### src/rtl/alu_control_mdu_pkg.sv
// Shared opcode, funct and ALU-code constants for the EX-stage ALU control and M-group unit.
// No logic here; consumed by the decoder, the MDU control and the iterative datapath.
// Backpressure: n/a.
package alu_control_mdu_pkg;

  // ALU operation codes; 0 doubles as "unknown encoding"
  localparam logic [3:0] ALU_NONE = 4'd0;
  localparam logic [3:0] ALU_ADD  = 4'd1;
  localparam logic [3:0] ALU_SUB  = 4'd2;
  localparam logic [3:0] ALU_SLL  = 4'd3;
  localparam logic [3:0] ALU_SRL  = 4'd4;
  localparam logic [3:0] ALU_AND  = 4'd5;
  localparam logic [3:0] ALU_OR   = 4'd6;
  localparam logic [3:0] ALU_XOR  = 4'd7;
  localparam logic [3:0] ALU_BEQ  = 4'd8;
  localparam logic [3:0] ALU_BNE  = 4'd9;
  localparam logic [3:0] ALU_BLT  = 4'd10;
  localparam logic [3:0] ALU_BGE  = 4'd11;

  // major opcodes
  localparam logic [6:0] OPC_ARITH     = 7'b0110011;
  localparam logic [6:0] OPC_ARITH_IMM = 7'b0010011;
  localparam logic [6:0] OPC_LOAD      = 7'b0000011;
  localparam logic [6:0] OPC_STORE     = 7'b0100011;
  localparam logic [6:0] OPC_BRANCH    = 7'b1100011;
  localparam logic [6:0] OPC_JAL       = 7'b1101111;
  localparam logic [6:0] OPC_JALR      = 7'b1100111;
  localparam logic [6:0] OPC_SYSTEM    = 7'b1110011;

  // funct3 for integer arithmetic
  localparam logic [2:0] FUNCT3_ADD_SUB = 3'b000;
  localparam logic [2:0] FUNCT3_SLL     = 3'b001;
  localparam logic [2:0] FUNCT3_XOR     = 3'b100;
  localparam logic [2:0] FUNCT3_SRL     = 3'b101;
  localparam logic [2:0] FUNCT3_OR      = 3'b110;
  localparam logic [2:0] FUNCT3_AND     = 3'b111;

  // funct3 for branches and the system group
  localparam logic [2:0] FUNCT3_BEQ  = 3'b000;
  localparam logic [2:0] FUNCT3_BNE  = 3'b001;
  localparam logic [2:0] FUNCT3_BLT  = 3'b100;
  localparam logic [2:0] FUNCT3_BGE  = 3'b101;
  localparam logic [2:0] FUNCT3_PRIV = 3'b000;

  // funct7 selectors
  localparam logic [6:0] FUNCT7_ALT    = 7'b0100000;
  localparam logic [6:0] FUNCT7_MULDIV = 7'b0000001;

  // M-group funct3
  localparam logic [2:0] FUNCT3_MUL    = 3'b000;
  localparam logic [2:0] FUNCT3_MULH   = 3'b001;
  localparam logic [2:0] FUNCT3_MULHSU = 3'b010;
  localparam logic [2:0] FUNCT3_MULHU  = 3'b011;
  localparam logic [2:0] FUNCT3_DIV    = 3'b100;
  localparam logic [2:0] FUNCT3_DIVU   = 3'b101;
  localparam logic [2:0] FUNCT3_REM    = 3'b110;
  localparam logic [2:0] FUNCT3_REMU   = 3'b111;

  // operation context latched at launch for result post-processing
  typedef struct packed {
    logic [2:0] funct3;
    logic       a_neg;    // operand A was negative (remainder sign)
    logic       res_neg;  // product / quotient must be negated
  } mdu_op_t;

  // operand A is treated as signed for MULH, MULHSU, DIV, REM
  function automatic logic a_is_signed(input logic [2:0] f3);
    return (f3 == FUNCT3_MULH) || (f3 == FUNCT3_MULHSU) ||
           (f3 == FUNCT3_DIV)  || (f3 == FUNCT3_REM);
  endfunction

  // operand B is treated as signed for MULH, DIV, REM
  function automatic logic b_is_signed(input logic [2:0] f3);
    return (f3 == FUNCT3_MULH) || (f3 == FUNCT3_DIV) || (f3 == FUNCT3_REM);
  endfunction

endpackage

### src/rtl/alu_control_mdu_iter_core.sv
// Iterative unsigned datapath: shift-add multiplier / restoring divider sharing one 2*XLEN accumulator.
// Latency: one bit per 'run' cycle, XLEN steps after 'start'; 'last' flags the final step.
// Backpressure: none; the controller gates 'run' and simply stops stepping on abort.
module mdu_iter_core
  import alu_control_mdu_pkg::*;
#(
  parameter int XLEN = 32
) (
  input  logic              clk,
  input  logic              reset,
  input  logic              start,
  input  logic              run,
  input  logic              is_div,
  input  logic [XLEN-1:0]   op_a,
  input  logic [XLEN-1:0]   op_b,
  output logic              last,
  output logic [2*XLEN-1:0] acc_next
);

  localparam int CW = $clog2(XLEN);

  // acc = {product_hi, multiplier} when multiplying, {remainder, quotient} when dividing
  logic [2*XLEN-1:0] acc;
  logic [XLEN-1:0]   opnd;
  logic [CW-1:0]     count;
  logic              div_mode;

  logic [XLEN:0] mul_sum;
  logic [XLEN:0] div_trial;
  logic [XLEN:0] div_diff;
  logic          div_ge;

  assign last = (count == '0);

  // next accumulator value for one multiply or divide step
  always_comb begin
    mul_sum   = {1'b0, acc[2*XLEN-1:XLEN]} + (acc[0] ? {1'b0, opnd} : {(XLEN+1){1'b0}});
    div_trial = acc[2*XLEN-1:XLEN-1];
    div_diff  = div_trial - {1'b0, opnd};
    div_ge    = (div_trial >= {1'b0, opnd});
    if (div_mode) begin
      if (div_ge) acc_next = {div_diff[XLEN-1:0], acc[XLEN-2:0], 1'b1};
      else        acc_next = {div_trial[XLEN-1:0], acc[XLEN-2:0], 1'b0};
    end else begin
      acc_next = {mul_sum, acc[XLEN-1:1]};
    end
  end

  // operand load on start, then one step per run cycle
  always_ff @(posedge clk or posedge reset) begin
    if (reset) begin
      acc      <= '0;
      opnd     <= '0;
      count    <= '0;
      div_mode <= 1'b0;
    end else if (start) begin
      acc      <= {{XLEN{1'b0}}, op_a};
      opnd     <= op_b;
      count    <= CW'(XLEN-1);
      div_mode <= is_div;
    end else if (run) begin
      acc <= acc_next;
      if (count != '0) count <= count - 1'b1;
    end
  end

endmodule

### src/rtl/alu_control_mdu.sv
// EX-stage ALU control with RV32M/RV64M multiply/divide: decodes ALU codes, runs MUL/DIV iteratively.
// Latency: alu_op combinational; MUL/DIV result XLEN+1 cycles after launch (1 for div-by-zero/overflow).
// Backpressure: stall holds IF/ID/EX while an M op iterates; drops in the cycle out_valid pulses.
module alu_control_mdu
  import alu_control_mdu_pkg::*;
#(
  parameter int XLEN     = 32,
  parameter int ENABLE_M = 1
) (
  input  logic            clk,
  input  logic            reset,
  input  logic            in_valid,
  input  logic            flush,
  input  logic [1:0]      alu_op_sel,
  input  logic [31:0]     instruction,
  input  logic [XLEN-1:0] rs1_data,
  input  logic [XLEN-1:0] rs2_data,
  output logic [3:0]      alu_op,
  output logic            is_mdu,
  output logic            stall,
  output logic            out_valid,
  output logic [XLEN-1:0] mdu_result
);

  typedef enum logic [1:0] {S_IDLE, S_MUL, S_DIV, S_DONE} state_t;

  localparam logic [XLEN-1:0] MIN_NEG = {1'b1, {(XLEN-1){1'b0}}};

  state_t  state;
  mdu_op_t op_q;
  logic    done_q;

  logic [6:0] opcode;
  logic [2:0] funct3;
  logic [6:0] funct7;
  logic       unused_fields;

  assign opcode        = instruction[6:0];
  assign funct3        = instruction[14:12];
  assign funct7        = instruction[31:25];
  assign unused_fields = ^{instruction[24:15], instruction[11:7]};

  assign is_mdu = (ENABLE_M != 0) && (alu_op_sel == 2'b10) &&
                  (opcode == OPC_ARITH) && (funct7 == FUNCT7_MULDIV);

  // ALU code decode; M-group ops drive ADD and the ALU result is ignored
  always_comb begin
    alu_op = ALU_NONE;
    case (alu_op_sel)
      2'b00: alu_op = ALU_ADD;
      2'b01: alu_op = ALU_SUB;
      default: begin
        if (is_mdu) begin
          alu_op = ALU_ADD;
        end else begin
          case (opcode)
            OPC_ARITH, OPC_ARITH_IMM: begin
              case (funct3)
                FUNCT3_ADD_SUB: alu_op = (opcode == OPC_ARITH && funct7 == FUNCT7_ALT) ? ALU_SUB : ALU_ADD;
                FUNCT3_SLL:     alu_op = ALU_SLL;
                FUNCT3_XOR:     alu_op = ALU_XOR;
                FUNCT3_SRL:     alu_op = ALU_SRL;
                FUNCT3_OR:      alu_op = ALU_OR;
                FUNCT3_AND:     alu_op = ALU_AND;
                default:        alu_op = ALU_NONE;
              endcase
            end
            OPC_LOAD, OPC_STORE, OPC_JAL, OPC_JALR: alu_op = ALU_ADD;
            OPC_BRANCH: begin
              case (funct3)
                FUNCT3_BEQ: alu_op = ALU_BEQ;
                FUNCT3_BNE: alu_op = ALU_BNE;
                FUNCT3_BLT: alu_op = ALU_BLT;
                FUNCT3_BGE: alu_op = ALU_BGE;
                default:    alu_op = ALU_NONE;
              endcase
            end
            OPC_SYSTEM: alu_op = (funct3 == FUNCT3_PRIV) ? ALU_BEQ : ALU_NONE;
            default:    alu_op = ALU_NONE;
          endcase
        end
      end
    endcase
  end

  // launch qualification and operand magnitude / sign pre-processing
  logic            launch;
  logic            a_neg;
  logic            b_neg;
  logic [XLEN-1:0] a_mag;
  logic [XLEN-1:0] b_mag;
  logic            div_zero;
  logic            div_ovf;
  logic            special;
  logic [XLEN-1:0] special_res;

  assign launch   = (state == S_IDLE) && in_valid && is_mdu && !flush;
  assign a_neg    = a_is_signed(funct3) && rs1_data[XLEN-1];
  assign b_neg    = b_is_signed(funct3) && rs2_data[XLEN-1];
  assign a_mag    = a_neg ? -rs1_data : rs1_data;
  assign b_mag    = b_neg ? -rs2_data : rs2_data;
  assign div_zero = funct3[2] && (rs2_data == '0);
  assign div_ovf  = funct3[2] && !funct3[0] && (rs1_data == MIN_NEG) && (rs2_data == '1);
  assign special  = div_zero || div_ovf;

  // shortcut results: x/0 gives all ones or A, MIN/-1 gives A or 0
  always_comb begin
    if (div_zero) special_res = funct3[1] ? rs1_data : '1;
    else          special_res = funct3[1] ? '0 : rs1_data;
  end

  logic              core_run;
  logic              core_last;
  logic [2*XLEN-1:0] core_next;

  assign core_run = ((state == S_MUL) || (state == S_DIV)) && !flush;

  mdu_iter_core #(.XLEN(XLEN)) u_core (
    .clk      (clk),
    .reset    (reset),
    .start    (launch),
    .run      (core_run),
    .is_div   (funct3[2]),
    .op_a     (a_mag),
    .op_b     (b_mag),
    .last     (core_last),
    .acc_next (core_next)
  );

  // sign post-processing of the final step and result selection by funct3
  logic [2*XLEN-1:0] prod_fix;
  logic [XLEN-1:0]   quo_fix;
  logic [XLEN-1:0]   rem_fix;
  logic [XLEN-1:0]   final_res;

  always_comb begin
    prod_fix = op_q.res_neg ? -core_next : core_next;
    quo_fix  = op_q.res_neg ? -core_next[XLEN-1:0] : core_next[XLEN-1:0];
    rem_fix  = op_q.a_neg ? -core_next[2*XLEN-1:XLEN] : core_next[2*XLEN-1:XLEN];
    case (op_q.funct3)
      FUNCT3_MUL:                              final_res = prod_fix[XLEN-1:0];
      FUNCT3_MULH, FUNCT3_MULHSU, FUNCT3_MULHU: final_res = prod_fix[2*XLEN-1:XLEN];
      FUNCT3_DIV, FUNCT3_DIVU:                 final_res = quo_fix;
      default:                                 final_res = rem_fix;
    endcase
  end

  assign stall     = launch || (state == S_MUL) || (state == S_DIV);
  assign out_valid = done_q && !flush;

  // MDU sequencing: launch, iterate, one-cycle DONE; flush aborts from any state
  always_ff @(posedge clk or posedge reset) begin
    if (reset) begin
      state      <= S_IDLE;
      op_q       <= '0;
      done_q     <= 1'b0;
      mdu_result <= '0;
    end else begin
      done_q <= 1'b0;
      case (state)
        S_IDLE: begin
          if (launch) begin
            op_q.funct3  <= funct3;
            op_q.a_neg   <= a_neg;
            op_q.res_neg <= a_neg ^ b_neg;
            if (special) begin
              mdu_result <= special_res;
              done_q     <= 1'b1;
              state      <= S_DONE;
            end else begin
              state <= funct3[2] ? S_DIV : S_MUL;
            end
          end
        end
        S_MUL, S_DIV: begin
          if (flush) begin
            state <= S_IDLE;
          end else if (core_last) begin
            mdu_result <= final_res;
            done_q     <= 1'b1;
            state      <= S_DONE;
          end
        end
        S_DONE:  state <= S_IDLE;
        default: state <= S_IDLE;
      endcase
    end
  end

endmodule

### config.mk
export PLATFORM = sky130hd
export DESIGN_NAME = alu_control_mdu
export DESIGN_NICKNAME = d
export VERILOG_FILES = /design/src/rtl/alu_control_mdu_pkg.sv /design/src/rtl/alu_control_mdu_iter_core.sv /design/src/rtl/alu_control_mdu.sv
export SDC_FILE = /design/constraint.sdc
export NUM_CORES = 1
export LEC_CHECK = 0
export CAP_MARGIN = 5
export CORE_ASPECT_RATIO = 1.4
export CORE_MARGIN = 2
export CORE_UTILIZATION = 60
export CTS_BUF_LIST = sky130_fd_sc_hd__clkbuf_4 sky130_fd_sc_hd__clkbuf_8
export DETAILED_ROUTE_END_ITERATION = 8
export GPL_TIMING_DRIVEN = 0
export PLACE_DENSITY = 0.85
export SYNTH_ARGS = -nofsm -noshare
export SYNTH_HDL_FRONTEND = slang
export SYNTH_SLANG_ARGS = --single-unit
### constraint.sdc
create_clock -name clk -period 6.5 [get_ports clk]
set_input_delay 1.625 -clock clk [delete_from_list [all_inputs] [get_ports clk]]
set_output_delay 1.625 -clock clk [all_outputs]
set_load 0.005 [all_outputs]
==> impl_metrics.toml, run 1 <==
[outcome]
outcome = "complete, but fails checks"
violations = "DRC"

[synthesis]
synth_cells = 2185
synth_seq_area_share_pct = 22.1
synth_fp_nets = 2364
synth.distinct_cells = 104
synth_most_common_cell = "nand2_1"
ys.flop_type = "dfrtp_1"
synth-seq-cells = 142
synth.avg_cell_area_sq_um = 7.36
yosys_warnings = 0
synth_area_leader_cell = "dfrtp_1"
synthTopCellsByArea = "dfrtp_1 (22%), o21ai_0 (6.8%), nand2_1 (6.4%)"
synth_edf_count = 0
yosys-top-cells-count = "nand2_1 (272), o21ai_0 (220), a21oi_1 (191), nor2_1 (169), dfrtp_1 (142)"
synth_top_area_share_pct = 22.1
synth_async_sr_flop_share_pct = 100
syn_area_sq_um = 16100

[route]
drt-total-wl_mm = 68.9
num_vias = 18827
drtIter0Drc = 2078
wl_per_cell_microns = 25.9
dr.pass1.iters = 9
final_antenna_net_count = 0
viasPerCell = 7.07
drc = 4

[power]
ir_drop_mv = 0.274
p_leak_nw = 7.14
power_density_nw_per_um2 = 421

[sta]
worstMarginPinSlew_ns = 1.20
skew_ns = 0.0217
setup_slack_ns = 0.180
report.final.slew_viol_count = 0
setup-violations-final = 0
period_share_pct = 97.2
max_freq_mhz = 158
rsz0062_at_grt = "no"
tns_ns = 0
hold_violations = 0
min_period_ns = 6.32
max_slew_margin_pct = 19.5

[clocking]
cts_sinks = 142
clockRootBuffer = "clkbuf_8"
cts_hold_buf = 0
clk_latency_ns = 0.51
htree_levels = 4
clkSlewWorstSetupHoldPaths_ns = 0.10
clockBufferDepth = 2
cts_made_buffers = 17
tritoncts = "yes"

[floorplan]
die_h_microns = 198
coreArea_sq_um = 26300
io_pins = 141
initial_core_util_pct = 61.2
dieArea_sq_um = 28100
die_w_microns = 142
core.rowCount = 70

[run]
drv_cap = 0

[placement]
place_congestion = 1.10
dp_slack_ns = -0.353
dpl.hpwl_mm = 55.4
place.port_buffers = 124

[setup_path]
cp.arrival_ns = 6.71
startpoint_type = "flip-flop"
critPathRequiredTime_ns = 6.89
crit_path_end_kind = "flip-flop"
worstSetupPathType = "reg2reg"
cp_max_fo = 9

[grt]
grt_max_degree = 90
grt_pass1_wl_mm = 105
grt.total_usage_pct = 49.2
grt_pass1_vias = 18391
antenna_found_initial = 1
grt_overflow = 0

[final_layout]
syn_to_final_growth_pct = 12.9
utilization_pct = 69.1
finalNetCount = 2506
drive_gt1_share_pct = 5.73

[min_path]
hold_class = "reg2reg"
==> power by group <==
part | internal, W | leakage [nW] | switching [W]
Clock | 0.000272 | 0.164 | 0.000408
Sequential | 0.00116 | 1.67 | 0.000344
Combinational | 0.00198 | 5.31 | 0.00348
==> critical path: stages, from the launching register on <==
cell      delay (ns)
dfrtp_1         0.51
inv_1           0.08
ha_1            0.29
buf_2           0.17
a21oi_1         0.26
o21ai_1         0.10
a41o_1          0.25
o21a_1          0.19
buf_6           0.15
o41a_4          0.46
inv_1           0.20
ha_1            0.23
o211ai_1        0.22
or4_4           0.60
nor4_4          0.27
nand2_1         0.16
or3_4           0.42
or3_1           0.35
clkbuf_1        0.22
or4_1           0.55
a21oi_1         0.20
o211a_1         0.21
o21ai_1         0.09
==> cells in the final DEF, fill, tap and decap left out, types with 26 or more instances in the layout <==
master / count
xor2_1: 69
clkbuf_1: 86
a211oi_1: 27
ha_1: 75
or3_1: 37
nand2_1: 272
and2_1: 44
a21oi_1: 189
inv_1: 81
mux2i_1: 41
a31oi_1: 27
dfrtp_1: 138
o21ai_0: 220
buf_2: 26
a21o_1: 31
clkdlybuf4s50_1: 124
nand4_1: 31
nor2_1: 169
nor3_1: 64
xnor2_1: 97
o211ai_1: 50
==> final timing paths <==
path                            startpoint         endpoint  slack [ns]  cells after the start
setup / recovery           u_core.opnd[22]   mdu_result[26]        0.18                     22
hold / removal               mdu_result[1]    mdu_result[1]        0.49                      2
setup reg to reg           u_core.opnd[22]   mdu_result[26]        0.18                     22
hold reg to reg              mdu_result[1]    mdu_result[1]        0.49                      2
max in group asynchronous            reset    mdu_result[0]        4.12                      3
min in group asynchronous            reset  u_core.count[4]        1.52                      2
==> timing repair <==
action / 4_1_cts / 5_1_grt
buffers inserted: 0 / 0
gates resized for setup: 6 / 12
pin swaps: 0 / 2
endpoints found under the setup margin: 11 / 14
==> cell families after synthesis <==
family                     after synthesis  synth area share (%)
buffers and inverters                  217                  5.50
xor gates and xnor gates               166                  9.04
muxes                                   51                  3.27
DFF                                    142                  22.1
adders and majority gates               94                  7.15
and+or+nand+nor                        789                  24.2
AOI/OAI and AO/OA                      726                  28.7
==> layer usage <==
layer  share of wire [%]  up-vias  global-route usage [%]
li1                    -     8283                       -
met1                  34     8731                    51.5
met4                  12        0                    48.1
met3                 9.1      463                    11.1
met2                  45     1350                    79.9
met5                   0        -                       0
==> flip-flops by register name, summed over array words and instances, names as in the netlist <==
| signal | cells |
|---|---|
| op_q | 5 |
| u_core.opnd | 32 |
| done_q | 1 |
| u_core.div_mode | 1 |
| mdu_result | 32 |
| u_core.count | 5 |
| u_core.acc | 64 |
| state | 2 |
==> stage by stage <==
step	power (W)	cell area (sq um)	hold WS (ns)	std cells
2_1_floorplan	0.00495	16100	0.463	2185
3_3_place_gp	0.00658	17700	0.462	2633
3_5_place_dp	0.00667	17800	0.468	2635
4_1_cts	0.00738	18100	0.488	2665
5_1_grt	0.00803	18100	0.521	2663
6_report	0.00764	18200	0.486	2664
==> area by class of cell <==
cell class / instances / area, sq um
Tap cell: 324 / 405
Clock buffer: 18 / 248
Fill cell: 2252 / 8120
Sequential cell: 142 / 3560
Buffer: 130 / 568
Multi-Input combinational cell: 1826 / 11700
Inverter: 84 / 320
Timing Repair Buffer: 126 / 1270
Clock inverter: 13 / 92.6
Antenna cell: 1 / 2.50
(Power assumes the default switching activity.)
==> inputs of run 2 (changes only) <==
CORE_UTILIZATION = 35   (was 60)
PLACE_DENSITY = 0.56   (was 0.85)
==> run 2 against run 1 <==
The flow now finishes without violations. Clock skew rose by 0.0064 ns. Hold slack improved by 0.0044 ns. Non-clock buffer count fell by 1. Utilization fell by 28 points. Global-route usage fell by 17 points. Power rose by 3.5%. Critical path type unchanged. Critical endpoint is now mdu_result[24]. Highest routed layer is now met5.
==> impl_metrics.toml, run 2 (synthesis results as in run 1) <==
[placement]
dp_slack_ns = -0.579
dpl.hpwl_mm = 64.2
place.port_buffers = 124
place_congestion = 0.979

[grt]
grt_pass1_vias = 17626
grt.total_usage_pct = 32.5
grt_pass1_wl_mm = 114
grt_max_degree = 92
antenna_found_initial = 2
grt_overflow = 0

[final_layout]
syn_to_final_growth_pct = 15.8
finalNetCount = 2505
largest_register = "u_core.acc"
drive_gt1_share_pct = 6.07
final_common_cell = "nand2_1"
nFillCells = 4772
layout_common_cells = "nand2_1 (272), o21ai_0 (219), a21oi_1 (186)"
largest_reg_flops = 64
top_regs = "u_core.acc (64), mdu_result (32), u_core.opnd (32)"

[sta]
skew_ns = 0.0281
worstMarginPinSlew_ns = 1.22
setup-violations-final = 0
setup_slack_ns = 0.170
rsz0062_at_grt = "no"
max_slew_margin_pct = 18.0
hold_violations = 0
report.final.slew_viol_count = 0
period_share_pct = 97.4
min_period_ns = 6.33
max_freq_mhz = 158
tns_ns = 0

[clocking]
cts_setup_buffers = 0
clkSlewWorstSetupHoldPaths_ns = 0.11
cts_made_buffers = 17
clk_latency_ns = 0.52
htree_levels = 4
clockRootBuffer = "clkbuf_8"
clockBufferDepth = 2
tritoncts = "yes"
cts_sinks = 142

[route]
final_antenna_net_count = 0
viasPerCell = 6.03
num_vias = 17793
wl_per_cell_microns = 26.2
drtIter0Drc = 1439
drc = 0
dr.pass1.iters = 8
drt-total-wl_mm = 77.2

[setup_path]
crit_path_max_incr_delay_ns = 0.55
crit_chain = "buf_2 -> buf_2 -> buf_2 -> clkbuf_2 -> buf_2 -> buf_2 -> clkdlybuf4s15_2 -> nor2_1 -> a31oi_1 -> inv_1 -> ha_1 -> nand2_1 -> or2_1 -> clkbuf_1 -> nor3_2 -> buf_2 -> a31oi_1 -> xnor2_1 -> a221oi_1 -> nor3_1"
slowest_stage = "clkdlybuf4s15_2"
cp_max_fo = 19
cpMostUsedCell = "buf_2"
crit_family = "buffers and inverters"
startpoint_type = "flip-flop"
worstSetupPathType = "reg2reg"
crit_path_end_kind = "flip-flop"
cp.arrival_ns = 6.73
path_buf_inv = 10
critPathRequiredTime_ns = 6.90

[power]
power.switching_w = 0.00446
seqPwrFrac_pct = 19.1
p_sw_share_pct = 56.5
power_density_nw_per_um2 = 424
p_comb_share_pct = 71.2
power_frac_clock_pct = 9.7
p_leak_nw = 7.18
intPower_w = 0.00344
ir_drop_mv = 0.203

[floorplan]
die_w_microns = 185
core.rowCount = 92
initial_core_util_pct = 35.5
coreArea_sq_um = 45200
dieArea_sq_um = 47700
die_h_microns = 258
io_pins = 141

[outcome]
outcome = "completed"

[min_path]
hold_class = "reg2reg"

[run]
drv_cap = 0
## run 2: cell types whose count changed in the layout (fill, tap and decap cells not counted), moves of 4 or more
cell | previous run | this run
clkinvlp_4 | 5 | 1
clkinv_2 | 4 | 0
clkinv_8 | 0 | 5
inv_8 | 0 | 6
## run 2: power by group through the flow
| stage | Sequential, W | Clock [W] | Combinational (W) |
|---|---|---|---|
| after floorplan | 0.00138 | 0 | 0.00357 |
| after global placement | 0.00151 | 0 | 0.00545 |
| after detailed placement | 0.00151 | 0 | 0.00547 |
| after CTS | 0.00150 | 0.000776 | 0.00551 |
| after global routing | 0.00154 | 0.000814 | 0.00605 |
| final | 0.00151 | 0.000770 | 0.00562 |
## run 2: layer usage
metal  vias up  track usage, %  share of wire (%)
li1       8279               -                  -
met4         2            24.7                9.1
met5         -               0              0.017
met2       717            56.1                 49
met3       225            3.34                4.2
met1      8570            36.5                 38
## run 2: path summary, 6_finish.rpt
check                                 end  cells after the start  slack (ns)             from
setup / recovery           mdu_result[24]                     20        0.17  u_core.div_mode
setup reg to reg           mdu_result[24]                     20        0.17  u_core.div_mode
min in group asynchronous  u_core.acc[28]                      2        1.51            reset
hold reg to reg             mdu_result[2]                      1        0.49    mdu_result[2]
max in group asynchronous  mdu_result[12]                      3        4.05            reset
hold / removal              mdu_result[2]                      1        0.49    mdu_result[2]
## run 2: through the flow
| stage | hold slack [ns] | instances | util, % | power, W | cell area [sq um] |
|---|---|---|---|---|---|
| 2_1_floorplan | 0.463 | 2185 | - | 0.00495 | 16100 |
| 3_5_place_dp | 0.472 | 2921 | 40.0 | 0.00698 | 18100 |
| 4_1_cts | 0.497 | 2951 | 41.0 | 0.00779 | 18600 |
| 3_3_place_gp | 0.468 | 2920 | 40.0 | 0.00696 | 18100 |
| 6_report | 0.491 | 2951 | 41.2 | 0.00790 | 18600 |
| 5_1_grt | 0.527 | 2951 | 41.2 | 0.00840 | 18600 |
## run 2: repair_timing
action	CTS	global route
hold endpoints to repair	0	0
resized for setup	12	15
setup endpoints to repair	15	16
hold buffers	0	0
## run 2: cell type report
class                   count  area [sq um]  share of cell area (%)
clock buffers              17           234                    1.26
repair buffers            125          1270                    6.81
well taps                 611           764                    4.11
diodes                      1          2.50                  0.0134
clock inverters            15           183                   0.981
flip-flops and latches    142          3560                    19.1
inverters                  84           320                    1.72
plain buffers             130           568                    3.05
multi-input cells        1826         11700                    62.9
